## src/rtl/alu_cmd_sequencer_pkg.sv

```systemverilog
`default_nettype none
// ============================================================================
// Module   : alu_cmd_sequencer_pkg
// Brief    : Shared encodings and field widths for the ALU command sequencer.
// Revision : 1.0 - initial release
// ============================================================================
package alu_cmd_sequencer_pkg;

    localparam int REG_AW = 5;
    localparam int OP_W   = 3;
    localparam int DATA_W = 32;

    localparam logic [OP_W-1:0] OP_AND = 3'd0;
    localparam logic [OP_W-1:0] OP_OR  = 3'd1;
    localparam logic [OP_W-1:0] OP_XOR = 3'd2;
    localparam logic [OP_W-1:0] OP_INC = 3'd3;
    localparam logic [OP_W-1:0] OP_ADD = 3'd4;
    localparam logic [OP_W-1:0] OP_SUB = 3'd5;
    localparam logic [OP_W-1:0] OP_SLT = 3'd6;
    localparam logic [OP_W-1:0] OP_SLL = 3'd7;

    typedef enum logic [1:0] {
        IDLE = 2'd0,
        EXEC = 2'd1,
        RESP = 2'd2
    } seq_state_t;

    function automatic logic is_zero_reg(input logic [REG_AW-1:0] addr);
        return (addr == '0);
    endfunction

endpackage
`default_nettype wire

```

## src/rtl/alu_cmd_sequencer_if.sv

```systemverilog
`default_nettype none
// ============================================================================
// Module   : alu_cmd_sequencer_if
// Brief    : Command, datapath and result signals of the ALU command sequencer.
// Revision : 1.0 - initial release
// ============================================================================
interface alu_cmd_sequencer_if;
    import alu_cmd_sequencer_pkg::*;

    logic              cmd_valid;
    logic              cmd_ready;
    logic [OP_W-1:0]   cmd_op;
    logic [REG_AW-1:0] cmd_rd;
    logic [REG_AW-1:0] cmd_rs;
    logic [REG_AW-1:0] cmd_rt;

    logic [REG_AW-1:0] R_Addr_A;
    logic [REG_AW-1:0] R_Addr_B;
    logic [REG_AW-1:0] W_Addr;
    logic [OP_W-1:0]   ALU_OP;
    logic              Write_Reg;
    logic [DATA_W-1:0] alu_F;
    logic              alu_ZF;
    logic              alu_OF;

    logic              res_valid;
    logic              res_ready;
    logic [DATA_W-1:0] res_data;
    logic              res_zf;
    logic              res_of;
    logic              res_wrote;

    // Sequencer side
    modport slave (
        input  cmd_valid, cmd_op, cmd_rd, cmd_rs, cmd_rt,
        input  alu_F, alu_ZF, alu_OF, res_ready,
        output cmd_ready, R_Addr_A, R_Addr_B, W_Addr, ALU_OP, Write_Reg,
        output res_valid, res_data, res_zf, res_of, res_wrote
    );

    // Command source / datapath / result consumer side
    modport master (
        output cmd_valid, cmd_op, cmd_rd, cmd_rs, cmd_rt,
        output alu_F, alu_ZF, alu_OF, res_ready,
        input  cmd_ready, R_Addr_A, R_Addr_B, W_Addr, ALU_OP, Write_Reg,
        input  res_valid, res_data, res_zf, res_of, res_wrote
    );

endinterface
`default_nettype wire

```

## src/rtl/alu_cmd_sequencer.sv

```systemverilog
`default_nettype none
// ============================================================================
// Module   : alu_cmd_sequencer
// Brief    : IDLE/EXEC/RESP front-end driving register file + ALU addresses.
// Revision : 1.0 - initial release
// ============================================================================
module alu_cmd_sequencer
    import alu_cmd_sequencer_pkg::*;
#(
    parameter bit PROTECT_R0 = 1'b1,
    parameter bit TRAP_ON_OF = 1'b1,
    parameter int CNT_W      = 16
) (
    input  wire logic             clk,
    input  wire logic             Reset_n,
    alu_cmd_sequencer_if.slave    seq_if,
    input  wire logic             of_clr,
    output logic                  of_sticky,
    output logic [CNT_W-1:0]      instr_cnt
);

    localparam logic [CNT_W-1:0] c_cnt_one = CNT_W'(1);

    seq_state_t        r_state;
    seq_state_t        w_next_state;
    logic              r_cmd_ready;
    logic              r_res_valid;
    logic              w_accept;
    logic              w_retire;
    logic              w_write_reg;

    logic [OP_W-1:0]   r_op;
    logic [REG_AW-1:0] r_rd;
    logic [REG_AW-1:0] r_rs;
    logic [REG_AW-1:0] r_rt;

    logic [DATA_W-1:0] r_res_data;
    logic              r_res_zf;
    logic              r_res_of;
    logic              r_res_wrote;
    logic              r_of_sticky;
    logic [CNT_W-1:0]  r_instr_cnt;

    assign w_accept = (r_state == IDLE) && r_cmd_ready && seq_if.cmd_valid;
    assign w_retire = (r_state == RESP) && seq_if.res_ready;

    // The only input-to-output combinational path: ALU overflow gates the write.
    assign w_write_reg = (r_state == EXEC)
                       && !(PROTECT_R0 && is_zero_reg(r_rd))
                       && !(TRAP_ON_OF && seq_if.alu_OF);

    always_comb begin
        w_next_state = r_state;
        case (r_state)
            IDLE:    if (w_accept) w_next_state = EXEC;
            EXEC:    w_next_state = RESP;
            RESP:    if (w_retire) w_next_state = IDLE;
            default: w_next_state = IDLE;
        endcase
    end

    // Handshake flags are registered so every output reads 0 while in reset.
    always_ff @(posedge clk or negedge Reset_n) begin
        if (!Reset_n) begin
            r_state     <= IDLE;
            r_cmd_ready <= 1'b0;
            r_res_valid <= 1'b0;
        end else begin
            r_state     <= w_next_state;
            r_cmd_ready <= (w_next_state == IDLE);
            r_res_valid <= (w_next_state == RESP);
        end
    end

    always_ff @(posedge clk or negedge Reset_n) begin
        if (!Reset_n) begin
            r_op        <= '0;
            r_rd        <= '0;
            r_rs        <= '0;
            r_rt        <= '0;
            r_res_data  <= '0;
            r_res_zf    <= 1'b0;
            r_res_of    <= 1'b0;
            r_res_wrote <= 1'b0;
            r_of_sticky <= 1'b0;
            r_instr_cnt <= '0;
        end else begin
            if (w_accept) begin
                r_op <= seq_if.cmd_op;
                r_rd <= seq_if.cmd_rd;
                r_rs <= seq_if.cmd_rs;
                r_rt <= seq_if.cmd_rt;
            end

            if (r_state == EXEC) begin
                r_res_data  <= seq_if.alu_F;
                r_res_zf    <= seq_if.alu_ZF;
                r_res_of    <= seq_if.alu_OF;
                r_res_wrote <= w_write_reg;
            end

            // A concurrent overflow beats a clear request.
            if ((r_state == EXEC) && seq_if.alu_OF) begin
                r_of_sticky <= 1'b1;
            end else if (of_clr) begin
                r_of_sticky <= 1'b0;
            end

            if (w_retire) begin
                r_instr_cnt <= r_instr_cnt + c_cnt_one;
            end
        end
    end

    assign seq_if.cmd_ready = r_cmd_ready;
    assign seq_if.R_Addr_A  = r_rs;
    assign seq_if.R_Addr_B  = r_rt;
    assign seq_if.W_Addr    = r_rd;
    assign seq_if.ALU_OP    = r_op;
    assign seq_if.Write_Reg = w_write_reg;
    assign seq_if.res_valid = r_res_valid;
    assign seq_if.res_data  = r_res_data;
    assign seq_if.res_zf    = r_res_zf;
    assign seq_if.res_of    = r_res_of;
    assign seq_if.res_wrote = r_res_wrote;

    assign of_sticky = r_of_sticky;
    assign instr_cnt = r_instr_cnt;

endmodule
`default_nettype wire

```

## src/flat_wrapper.sv

```systemverilog
// flat-port wrapper written by rule: the top's interface ports become plain ports
module alu_cmd_sequencer_flat import alu_cmd_sequencer_pkg::*;
#(
    parameter bit PROTECT_R0 = 1'b1,
    parameter bit TRAP_ON_OF = 1'b1,
    parameter int CNT_W      = 16
)
  (clk, Reset_n, of_clr, of_sticky, instr_cnt, seq_if_cmd_valid, seq_if_cmd_op, seq_if_cmd_rd, seq_if_cmd_rs, seq_if_cmd_rt, seq_if_alu_F, seq_if_alu_ZF, seq_if_alu_OF, seq_if_res_ready, seq_if_cmd_ready, seq_if_R_Addr_A, seq_if_R_Addr_B, seq_if_W_Addr, seq_if_ALU_OP, seq_if_Write_Reg, seq_if_res_valid, seq_if_res_data, seq_if_res_zf, seq_if_res_of, seq_if_res_wrote);
  alu_cmd_sequencer_if seq_if_i ();
  input  wire logic clk;
  input  wire logic Reset_n;
  input  wire logic of_clr;
  output logic of_sticky;
  output logic [CNT_W-1:0] instr_cnt;
  input wire logic [$bits(seq_if_i.cmd_valid)-1:0] seq_if_cmd_valid;
  input wire logic [$bits(seq_if_i.cmd_op)-1:0] seq_if_cmd_op;
  input wire logic [$bits(seq_if_i.cmd_rd)-1:0] seq_if_cmd_rd;
  input wire logic [$bits(seq_if_i.cmd_rs)-1:0] seq_if_cmd_rs;
  input wire logic [$bits(seq_if_i.cmd_rt)-1:0] seq_if_cmd_rt;
  input wire logic [$bits(seq_if_i.alu_F)-1:0] seq_if_alu_F;
  input wire logic [$bits(seq_if_i.alu_ZF)-1:0] seq_if_alu_ZF;
  input wire logic [$bits(seq_if_i.alu_OF)-1:0] seq_if_alu_OF;
  input wire logic [$bits(seq_if_i.res_ready)-1:0] seq_if_res_ready;
  output wire logic [$bits(seq_if_i.cmd_ready)-1:0] seq_if_cmd_ready;
  output wire logic [$bits(seq_if_i.R_Addr_A)-1:0] seq_if_R_Addr_A;
  output wire logic [$bits(seq_if_i.R_Addr_B)-1:0] seq_if_R_Addr_B;
  output wire logic [$bits(seq_if_i.W_Addr)-1:0] seq_if_W_Addr;
  output wire logic [$bits(seq_if_i.ALU_OP)-1:0] seq_if_ALU_OP;
  output wire logic [$bits(seq_if_i.Write_Reg)-1:0] seq_if_Write_Reg;
  output wire logic [$bits(seq_if_i.res_valid)-1:0] seq_if_res_valid;
  output wire logic [$bits(seq_if_i.res_data)-1:0] seq_if_res_data;
  output wire logic [$bits(seq_if_i.res_zf)-1:0] seq_if_res_zf;
  output wire logic [$bits(seq_if_i.res_of)-1:0] seq_if_res_of;
  output wire logic [$bits(seq_if_i.res_wrote)-1:0] seq_if_res_wrote;
  assign seq_if_i.cmd_valid = seq_if_cmd_valid;
  assign seq_if_i.cmd_op = seq_if_cmd_op;
  assign seq_if_i.cmd_rd = seq_if_cmd_rd;
  assign seq_if_i.cmd_rs = seq_if_cmd_rs;
  assign seq_if_i.cmd_rt = seq_if_cmd_rt;
  assign seq_if_i.alu_F = seq_if_alu_F;
  assign seq_if_i.alu_ZF = seq_if_alu_ZF;
  assign seq_if_i.alu_OF = seq_if_alu_OF;
  assign seq_if_i.res_ready = seq_if_res_ready;
  assign seq_if_cmd_ready = seq_if_i.cmd_ready;
  assign seq_if_R_Addr_A = seq_if_i.R_Addr_A;
  assign seq_if_R_Addr_B = seq_if_i.R_Addr_B;
  assign seq_if_W_Addr = seq_if_i.W_Addr;
  assign seq_if_ALU_OP = seq_if_i.ALU_OP;
  assign seq_if_Write_Reg = seq_if_i.Write_Reg;
  assign seq_if_res_valid = seq_if_i.res_valid;
  assign seq_if_res_data = seq_if_i.res_data;
  assign seq_if_res_zf = seq_if_i.res_zf;
  assign seq_if_res_of = seq_if_i.res_of;
  assign seq_if_res_wrote = seq_if_i.res_wrote;
  alu_cmd_sequencer #(.PROTECT_R0(PROTECT_R0), .TRAP_ON_OF(TRAP_ON_OF), .CNT_W(CNT_W)) u_core (.clk(clk), .Reset_n(Reset_n), .seq_if(seq_if_i), .of_clr(of_clr), .of_sticky(of_sticky), .instr_cnt(instr_cnt));
endmodule
```

## config.mk

```make
export PLATFORM = sky130hd
export DESIGN_NAME = alu_cmd_sequencer_flat
export DESIGN_NICKNAME = d
export VERILOG_FILES = /design/src/rtl/alu_cmd_sequencer_pkg.sv /design/src/rtl/alu_cmd_sequencer_if.sv /design/src/rtl/alu_cmd_sequencer.sv /design/src/flat_wrapper.sv
export SDC_FILE = /design/constraint.sdc
export NUM_CORES = 1
export LEC_CHECK = 0
export BUFFER_PORTS_ARGS = -buffer_cell sky130_fd_sc_hd__buf_4
export CAP_MARGIN = 15
export CORE_UTILIZATION = 50
export CTS_CLUSTER_DIAMETER = 30
export DETAILED_ROUTE_END_ITERATION = 16
export PLACE_DENSITY = 0.84
export SLEW_MARGIN = 20
export SYNTH_ARGS = -nofsm -noshare
export SYNTH_HDL_FRONTEND = slang
export SYNTH_SLANG_ARGS = --single-unit
```

## constraint.sdc

```tcl
create_clock -name clk -period 4.19 [get_ports clk]
set_clock_uncertainty 0.15 [all_clocks]
set_input_delay 1.257 -clock clk [delete_from_list [all_inputs] [get_ports clk]]
set_output_delay 1.257 -clock clk [all_outputs]
set_load 0.1 [all_outputs]
```

* Word-level counts from Yosys, hierarchy flattened *
Cells that the tools add are included.

word-level totals
  register bits after elaboration = 74
  bits of input ports = 57

cells by class
  add/sub/neg operators = 1
  eq/ne operators = 3
  muxes and demuxes = 5
  reduce and logical (&&, ||, !) cells = 12

operators by type and width
  operator                                                                count
  16-bit by 1-bit adder with 16-bit output (second input constant)        1
  1-bit logical AND                                                       6
  2-bit one-hot mux with 3 select lines                                   1
  5-bit zero test                                                         1
  2-bit equality test (second input constant)                             2
  2-bit zero test                                                         2
  2-bit 2-to-1 mux                                                        2
  2-bit by 1-bit equality test with 1-bit output (second input constant)  1
  1-bit zero test                                                         2
  1-bit 2-to-1 mux                                                        2
  2-bit nonzero test                                                      1

* Longest topological paths before layout *
  depth after elaboration = 6
  depth in mapped cells = 6

* Least setup slack after synthesis *
Ideal clock, no wire load.

  path kind = input -> output
  from = in seq_if_alu_OF
  to = out seq_if_Write_Reg
  arrival time = 3.557 ns
  data required time = 2.783 ns
  setup slack = -0.774 ns
  cell stages on the path = 1
  path through = a211oi_1

between the ends
  cells in the longest elaborated chain, start to end = 2

RTL lines
  element            RTL line                 RTL
  from (decl)        flat_wrapper.sv:22       input wire logic [$bits(seq_if_i.alu_OF)-1:0] seq_if_alu_OF;
  1-bit zero test    alu_cmd_sequencer.sv:50  && !(TRAP_ON_OF && seq_if.alu_OF);
  1-bit logical AND  alu_cmd_sequencer.sv:50
  to (decl)          flat_wrapper.sv:29       output wire logic [$bits(seq_if_i.Write_Reg)-1:0] seq_if_Write_Reg;

Every way passes these cells.

* Worst setup path after layout *
Same ends and word-level chain as after synthesis.

==> flow_metrics.env <==
export IMPL_port_buffers=129
export IMPL_syn2layout_area_growth_pct=41.5
export IMPL_holdBufCountCts=0
export IMPL_syn_avg_cell_area_um2=15.1
export IMPL_clockRootBuffer="clkbuf_8"
export IMPL_cts_buffers=9
export IMPL_drt_first_iter_violations=65
export IMPL_synth_cell_types=26
export IMPL_grt_use_total_pct=20.8
export IMPL_vias=1979
export IMPL_start_kind="primary input"
export IMPL_required_ns=2.78
export IMPL_worstMarginPinSlew_ns=0.906
export IMPL_cts_clk_slew_worst_paths_ns=0.07
export IMPL_die_area_mm2=0.00605
export IMPL_drive_gt1_share_pct=62.1
export IMPL_rows=27
export IMPL_period_share_pct=79.7
export IMPL_synth_top_cell_by_area="dfrtp_1"
export IMPL_routed_wl_um=5900
export IMPL_crit_path_max_fanout=2
export IMPL_maxSlewViolCount=0
export IMPL_cts_resized=0
export IMPL_synth_seq_area_share_pct=64.5
export IMPL_slew_limit_headroom_pct=39.6
export IMPL_antenna_left=0
export IMPL_dieHeight_um=77.8
export IMPL_crit_arrival_ns=1.93
export IMPL_syn_inst=190
export IMPL_clk_latency_ns=0.32
export IMPL_setup_violations=0
export IMPL_start_util_pct=52.1
export IMPL_synthesis_area_mm2=0.00287
export IMPL_wl_per_cell_um=14.8
export IMPL_drt_pass1_iterations=4
export IMPL_num_antenna_cells=0
export IMPL_yosys_area_top_type_share_pct=64.5
export IMPL_grt_max_degree=75
export IMPL_core_area_mm2=0.00551
export IMPL_ios=130
export IMPL_fin_nets=381
export IMPL_status="finished clean"
export IMPL_die_width_um=77.8
export IMPL_cts_sinks=74
export IMPL_clock_path_buffers=2
export IMPL_finalHoldViolCount=0
export IMPL_ys_ff_latch=74
export IMPL_htreeDepth=3
export IMPL_antenna_found_initial=0
export IMPL_max_cap_viol_count=0
export IMPL_hp_class="flip-flop to flip-flop"
export IMPL_yosys_warnings=0
export IMPL_endpoint_kind="primary output"
export IMPL_rsz0062_at_grt="no"
export IMPL_grt_ovfl_total=0
export IMPL_fin_setup_tns_ns=0
export IMPL_post_cts_repair_setup_buffers=0
export IMPL_fmax_mhz=299
export IMPL_hpwl_um=4340
export IMPL_grt_pass1_wl_um=9590
export IMPL_cts_tree="done"
export IMPL_worstSetupPathType="primary input to primary output"
export IMPL_ys_top_cells_by_area="dfrtp_1, mux2_2, xnor2_1"
export IMPL_grt_pass1_vias=2121
export IMPL_place_congestion=0.783
export IMPL_drc=0
export IMPL_vias_per_cell=4.96
export IMPL_min_period_ns=3.34
export IMPL_synth_nets=248
logic make-up (layout without fill, tap and decap cells):
family | after synthesis | after routing | synth area share [%]
multiplexers | 52 | 52 | 20.4
flip-flops | 74 | 74 | 64.5
adder cells (fa/ha/maj) | 1 | 1 | 0.436
XOR/XNOR | 15 | 15 | 4.58
AO/OA/AOI/OAI | 5 | 5 | 1.05
buffers and inverters | 11 | 148 | 2.48
AND/OR/NAND/NOR | 32 | 32 | 6.54
layer usage:
| layer | part of all wire [%] | GRT usage, % |
|---|---|---|
| met4 | 2.2 | 11.3 |
| met2 | 51 | 35.1 |
| met3 | 7.4 | 5.88 |
| met5 | 0 | 0 |
| met1 | 39 | 23.7 |
synthesized netlist by cell type, drive strengths merged:
cell type,instances
xnor2,13
ha,1
and3b,1
o21ai,3
and2,1
nand2b,2
and3,4
nand2,7
nor3,2
mux2,52
nand4,5
and4,1
a211oi,1
xor2,2
dfrtp,74
a21o,1
nor2b,1
nand3b,1
nor2,2
nand3,5
inv,2
buf,9
sequential cells by signal (all words and copies together) (netlist names):
register / flops
u_core.instr_cnt: 16
u_core.r_state: 2
u_core.seq_if.R_Addr_B: 5
u_core.seq_if.W_Addr: 5
u_core.seq_if.res_zf: 1
u_core.seq_if.res_wrote: 1
u_core.seq_if.res_valid: 1
u_core.seq_if.res_of: 1
u_core.seq_if.ALU_OP: 3
u_core.seq_if.R_Addr_A: 5
u_core.seq_if.cmd_ready: 1
u_core.seq_if.res_data: 32
u_core.of_sticky: 1
worst paths after layout:
check | from | end | slack (ns) | cells past startpoint
min in group asynchronous | Reset_n | u_core.instr_cnt[4] | 0.91 | 1
max in group asynchronous | Reset_n | u_core.seq_if.res_data[23] | 2.39 | 1
setup / recovery | seq_if_alu_OF | seq_if_Write_Reg | 0.85 | 3
setup reg to reg | u_core.r_state[0] | u_core.instr_cnt[10] | 2.42 | 4
hold reg to reg | u_core.instr_cnt[15] | u_core.instr_cnt[15] | 0.35 | 1
hold / removal | u_core.instr_cnt[15] | u_core.instr_cnt[15] | 0.35 | 1
layout make-up:
cell class	count	area, um2
sequential	74	1850
fill	385	1440
timing repair buffer	131	983
multi-input combinational	105	960
clock buffer	12	155
tap	72	90.1
clock inverter	3	15.0
inverter	2	7.51
critical path: stages:
cell and delay [ns]:
buf_4 0.12, a211oi_2 0.22, buf_4 0.33
layout by cell type (no fill, tap or decap), drive strengths merged, types with 2 or more instances in the layout:
cell	synthesis	routed
mux2	52	52
inv	2	2
buf	9	131
nor3	2	2
o21ai	3	3
nand2b	2	2
clkbuf	0	12
xor2	2	2
clkinv	0	3
nand3	5	5
and3	4	4
xnor2	13	13
nand2	7	7
nand4	5	5
nor2	2	2
dfrtp	74	74
through the flow:
stage / setup slack, ns / area [um2] / hold slack, ns / std cells / util (%)
floorplan: 0.216 / 2880 / 0.360 / 190 / -
CTS: 0.848 / 4060 / 0.359 / 399 / 73.8
global placement: 0.871 / 3890 / 0.314 / 384 / 70.7
finish: 0.851 / 4060 / 0.350 / 399 / 73.8
detailed placement: 0.848 / 3890 / 0.344 / 384 / 70.7
global route: 0.818 / 4060 / 0.373 / 399 / 73.8
Power is left out: the tool's default activity adds up to more than one toggle a clock period on the data nets, which glitch-free logic cannot reach.
